File: config.mk
export PLATFORM = sky130hd
export DESIGN_NAME = tennis_pace_ctrl
export DESIGN_NICKNAME = d
export VERILOG_FILES = /design/src/rtl/tennis_pace_ctrl.sv
export SDC_FILE = /design/constraint.sdc
export NUM_CORES = 1
export LEC_CHECK = 0
export CORE_ASPECT_RATIO = 0.8
export CORE_UTILIZATION = 50
export DETAILED_ROUTE_END_ITERATION = 6
export MAX_ROUTING_LAYER = met4
export PLACE_DENSITY = 0.73
export SLEW_MARGIN = 25
export SYNTH_ARGS = -nofsm -noshare
export SYNTH_HDL_FRONTEND = slang
export SYNTH_SLANG_ARGS = --single-unit
File: constraint.sdc
create_clock -name clock -period 4 [get_ports clock]
set_input_delay 1 -clock clock [delete_from_list [all_inputs] [get_ports clock]]
set_output_delay 1 -clock clock [all_outputs]
set_load 0.02 [all_outputs]
File: src/rtl/tennis_pace_ctrl.sv
// Game-step pacing and player-button front end for the tennis game core.
// Optional build macro PACE_HIT_PULSE_EN: hits becomes a one-cycle pulse in the tick cycle.
module tennis_pace_ctrl #(
    parameter int                 SPEED_W     = 26,
    parameter logic [SPEED_W-1:0] INIT_PERIOD = SPEED_W'(40000000),
    parameter int                 MIN_PERIOD  = 2,
    parameter int                 DEB_CYCLES  = 500000
) (
    input  logic               clock,
    input  logic               reset,
    input  logic               enable,
    input  logic [1:0]         btn,
    input  logic [SPEED_W-1:0] ball_speed,
    output logic               tick,
    output logic [1:0]         hits,
    output logic [SPEED_W-1:0] period_cur,
    output logic [1:0]         btn_level
);

    localparam int                 DW    = $clog2(DEB_CYCLES + 1);
    localparam logic [SPEED_W-1:0] MIN_P = SPEED_W'(MIN_PERIOD);

    function automatic logic [SPEED_W-1:0] floor_period(input logic [SPEED_W-1:0] p);
        return (p < MIN_P) ? MIN_P : p;
    endfunction

    logic [1:0]         sync1_q, sync2_q;
    logic [1:0][DW-1:0] deb_cnt_q, deb_cnt_d;
    logic [1:0]         level_q, level_d, level_dly_q;
    logic [1:0]         rise;
    logic [1:0]         pending_q, pending_d;
    logic [1:0]         hits_q, hits_d;
    logic [SPEED_W-1:0] count_q, count_d;
    logic [SPEED_W-1:0] period_q, period_d;
    logic               tick_q, tick_d;

    // A level flips only after DEB_CYCLES consecutive mismatching samples.
    always_comb begin
        level_d   = level_q;
        deb_cnt_d = '0;
        for (int i = 0; i < 2; i++) begin
            if (sync2_q[i] != level_q[i]) begin
                if (deb_cnt_q[i] == DW'(DEB_CYCLES - 1)) begin
                    level_d[i] = ~level_q[i];
                end else begin
                    deb_cnt_d[i] = deb_cnt_q[i] + DW'(1);
                end
            end
        end
    end

    assign rise = level_q & ~level_dly_q;

    // A rise arriving on the reload edge starts the next window instead of being dropped.
    always_comb begin
        tick_d    = 1'b0;
        count_d   = count_q;
        period_d  = period_q;
        pending_d = pending_q | rise;
`ifdef PACE_HIT_PULSE_EN
        hits_d    = '0;
`else
        hits_d    = hits_q;
`endif
        if (enable) begin
            if (count_q == SPEED_W'(1)) begin
                tick_d    = 1'b1;
                count_d   = floor_period(ball_speed);
                period_d  = floor_period(ball_speed);
                hits_d    = pending_q;
                pending_d = rise;
            end else begin
                count_d = count_q - SPEED_W'(1);
            end
        end
    end

    always_ff @(posedge clock or posedge reset) begin
        if (reset) begin
            sync1_q     <= '0;
            sync2_q     <= '0;
            deb_cnt_q   <= '0;
            level_q     <= '0;
            level_dly_q <= '0;
            pending_q   <= '0;
            hits_q      <= '0;
            count_q     <= INIT_PERIOD;
            period_q    <= INIT_PERIOD;
            tick_q      <= 1'b0;
        end else begin
            sync1_q     <= btn;
            sync2_q     <= sync1_q;
            deb_cnt_q   <= deb_cnt_d;
            level_q     <= level_d;
            level_dly_q <= level_q;
            pending_q   <= pending_d;
            hits_q      <= hits_d;
            count_q     <= count_d;
            period_q    <= period_d;
            tick_q      <= tick_d;
        end
    end

    assign tick       = tick_q;
    assign hits       = hits_q;
    assign period_cur = period_q;
    assign btn_level  = level_q;

endmodule

# After elaboration in Yosys (flattened, before gate mapping)
# Index checks and enable logic that the tools add are counted.
# Widths: inputs -> output; s select.
[classes]
reduce_logical = 3
mux = 10
magnitude_cmp = 1
add_sub_neg = 3
eq_ne = 5
bitwise_logic = 5
[op_table]
columns = ["operator", "count"]
rows = [
  ["$mux 19", 4],
  ["$mux 26", 2],
  ["$add 19x1->19 const B", 2],
  ["$eq 19x19->1 const B", 2],
  ["$eq 26x1->1 const B", 1],
  ["$lt 26x2->1 const B", 1],
  ["$sub 26x1->26 const B", 1],
  ["$reduce_and 2->1", 3],
  ["$mux 2", 2],
  ["$and 2x2->2", 1],
  ["$mux 1", 2],
  ["$ne 1x1->1", 2],
  ["$not 1->1", 2],
  ["$not 2->2", 1],
  ["$or 2x2->2", 1],
]
[word_totals]
wordCells = 39
out_inout_bits = 31
inputBits = 31
regBits = 103

# Depth between registers and ports, before layout
[depth]
ltp_word = 5
mapped_depth = 9
mapped_depth_nobuf = 7

# Worst setup path after synthesis
# Ideal clock, no wire load.
[synth_timing]
path_kind = "input-to-reg"
start = "input enable"
end = "register count_q[24]"
required_ns = 3.882
path_stages = 6
setup_ns = 0.118
n_path_buf = 1
setup_slack_ns = 1.726
t_arrival_ns = 2.156
cell_sequence = "clkbuf_1 nand2b_1 or4_1 o31ai_1 o41ai_1 a21o_1"
[synth_rtl]
columns = ["item", "line", "source"]
rows = [
  ["from (decl)", "11", "input logic enable,"],
  ["to (signal assigned)", "98", "count_q <= count_d;"],
  ["to (decl)", "33", "logic [SPEED_W-1:0] count_q, count_d;"],
]

# Worst setup path in the final report
[layout_timing]
start = "register count_q[6]"
end = "register count_q[3]"
[layout_via]
elab_chain_len = 2
[layout_lines]
columns = ["item", "line", "source"]
rows = [
  ["$eq 26x1->1", "66", "if (count_q == SPEED_W'(1)) begin"],
  ["$mux 26", "66", ""],
]
# Every way passes these cells.
# A chain may end at the register's enable or synchronous reset.

==> run metrics <==
CP Launch Type flip-flop; initial core utilization 0.514; CP Capture Type flip-flop; final setup TNS 0 ns; Logic pwr share 0.103; CP Cell Sequence nor4_4, nand4_1, or2_1, o21ai_0, a22oi_1; Die Y 91.1 um; antenna cell count 0; largest net degree at the start of global routing 63; worst-case reg-to-reg path depth 5; Die Area 10300 um^2; crit path from count_q[6]; total track usage 0.243; power share of the sequential group 0.496; register area share after synthesis 0.524; clk_lat worst skew 0.35 ns; reg2reg end count_q[3]; I/O Buffers 61; post-synthesis area per instance 10.2 um^2; Worst Setup EP count_q[3]; Final Critical Period 2.93 ns; first-iteration detailed-routing DRC count 183; Syn Inst Count 485; WP data required 4.23 ns; Post-Syn Nets 520; post-synthesis cell area 4960 um^2; Post-synth EDFFs 0; flops & latches, synth 103; ratio of cells with drive above 1 in the final layout 0.0893; relative slew slack 0.325; vias in the first global route 3872; Critical Path Max Stage Delay 0.79 ns; Synth warnings 0; cts hold-fix bufs 0; switching pwr 0.000638 W; Hold Violations, Final 0; antenna viol nets, final 0; Multi-input gate area 2180 um^2; Worst R2R Start count_q[6]; Final #Nets 579; core area 9650 um^2; P_leak 2.54 nW; wire length per cell 16.2 um; asr flop ratio synth 1.00; Setup violations, final 0; Routed Wire Length 11100 um; GPL Wtd Cong 0.871; CTS H-tree lvls 3; Synth top area share 0.439; final setup margin 1.07 ns; CTS resizes 0; grt total ovfl 0; VDD IR-drop max 0.000217 V; Hold Path Class flip-flop to flip-flop; initial antenna violation count 0; CTS tree done; crit-path max FO 29; Finished Core Util 0.625; PwrDens 400 nW/um^2; Max Cap Violations 0; DIE WIDTH 113 um; synth top area cells dfrtp_1 44%, dfstp_2 8.5%, mux2_1 5.9%; CTS max path bufs 2; Area Growth Syn to Fin 21.7%; clk sink count 103; P_int 0.00177 W; HPWL Detailed 7790 um; Crit Path Class flip-flop to flip-flop; first-pass GRT wire length 18900 um; crit path DAT 3.16 ns; Yosys top cell by area dfrtp_1; clock group share of total power 0.400; CTS buffer count 9; I/O pin count 62; register area 2600 um^2; fmax 341 MHz; Filler Cell Count 782; Final Max Slew Viols 0; Slew @ Worst Pin 1.01 ns; Max Clock Skew 0.00754 ns; dpl ws 1.06 ns; Post-CTS Setup Repair Bufs 0; vias per cell 5.70; Synth cell types 50; Initial DRT Pass Iterations 4; commonest cells in the netlist 87 x dfrtp_1, 55 x nor2_1, 32 x nand2_1, 26 x mux2_1; outcome finished, final reports clean; Reg2Reg Setup Slack 1.07 ns; Post-synth top flop dfrtp_1; drt drc 0; Via Count 3903; RSZ-0062 raised after global routing no; CTS root buf clkbuf_16; Switching Fraction 0.265; Critical-path top delay cell or2_1; clk slew on worst S/H paths 0.07 ns; final period utilization 0.733; FP Rows 32; leading cell type by number of instances after synthesis dfrtp_1
[worst max-delay path, delay by kind of cell (launching register included)]
kind | cells | cell delay (ns)
compound gates | 2 | 0.50
flops | 1 | 0.44
simple gates | 3 | 1.87
[power by group through the flow]
stage               Sequential (W)  Clock (W)  Combinational (W)
finish                     0.00120   0.000964           0.000249
global route               0.00121    0.00103           0.000281
CTS                        0.00119   0.000981           0.000249
detailed placement         0.00121          0           0.000248
global placement           0.00121          0           0.000236
floorplan                  0.00120          0           0.000165
[state kept, by name, summed over array words and instances, names as in the netlist]
signal / flops
level_dly_q: 2
pending_q: 2
tick: 1
sync1_q: 2
btn_level: 2
period_cur: 26
hits: 2
count_q: 26
sync2_q: 2
deb_cnt_q: 38
[worst min path at each step]
| stage | to | cells after the start | slack, ns | start |
|---|---|---|---|---|
| finish | sync2_q[1] | 0 | 0.36 | sync1_q[1] |
| global route | sync2_q[0] | 0 | 0.38 | sync1_q[0] |
| detailed placement | sync2_q[1] | 0 | 0.34 | sync1_q[1] |
| global placement | sync2_q[0] | 0 | 0.33 | sync1_q[0] |
| floorplan | sync2_q[0] | 0 | 0.33 | sync1_q[0] |
| CTS | sync2_q[1] | 0 | 0.36 | sync1_q[1] |
[final cells by class]
class / count / share of cell area
clock buffers: 9 / 0.0373
clock inverters: 7 / 0.0166
inverters: 25 / 0.0160
multi-input cells: 339 / 0.362
flip-flops and latches: 103 / 0.431
well taps: 136 / 0.0282
repair buffers: 66 / 0.110
[placed cells by master (no fill, tap or decap), drive strengths merged, types with 19 or more instances in the layout]
master,instances
xor2,19
clkdlybuf4s50,61
nor3,20
mux2,28
dfrtp,87
nand3,19
a21oi,21
inv,28
nor2,56
o21ai,25
nand2,32
[layer usage]
layer | vias to the layer above | share of wire | global-route usage
li1 | 1843 | - | -
met1 | 1923 | 0.47 | 0.339
met3 | 15 | 0.067 | 0.0581
met2 | 122 | 0.44 | 0.344
met5 | - | 0 | -
met4 | 0 | 0.017 | 0.0910
[logic make-up after synthesis]
logic type,count (synthesis),synth area share
AND/OR/NAND/NOR,184,0.191
flip-flops,103,0.524
AO/OA/AOI/OAI,86,0.110
buffers and inverters,43,0.0358
XOR/XNOR,37,0.0654
multiplexers,28,0.0636
adder cells (fa/ha/maj),4,0.0101
[through the flow]
stage / instance area, um^2 / total power [W] / hold slack (ns) / cells
finish: 6030 / 0.00241 / 0.362 / 685
floorplan: 4960 / 0.00136 / 0.331 / 485
detailed placement: 5710 / 0.00146 / 0.336 / 669
global placement: 5710 / 0.00145 / 0.333 / 669
CTS: 6030 / 0.00242 / 0.365 / 685
global route: 6030 / 0.00251 / 0.378 / 685
(Power assumes the default switching activity.)
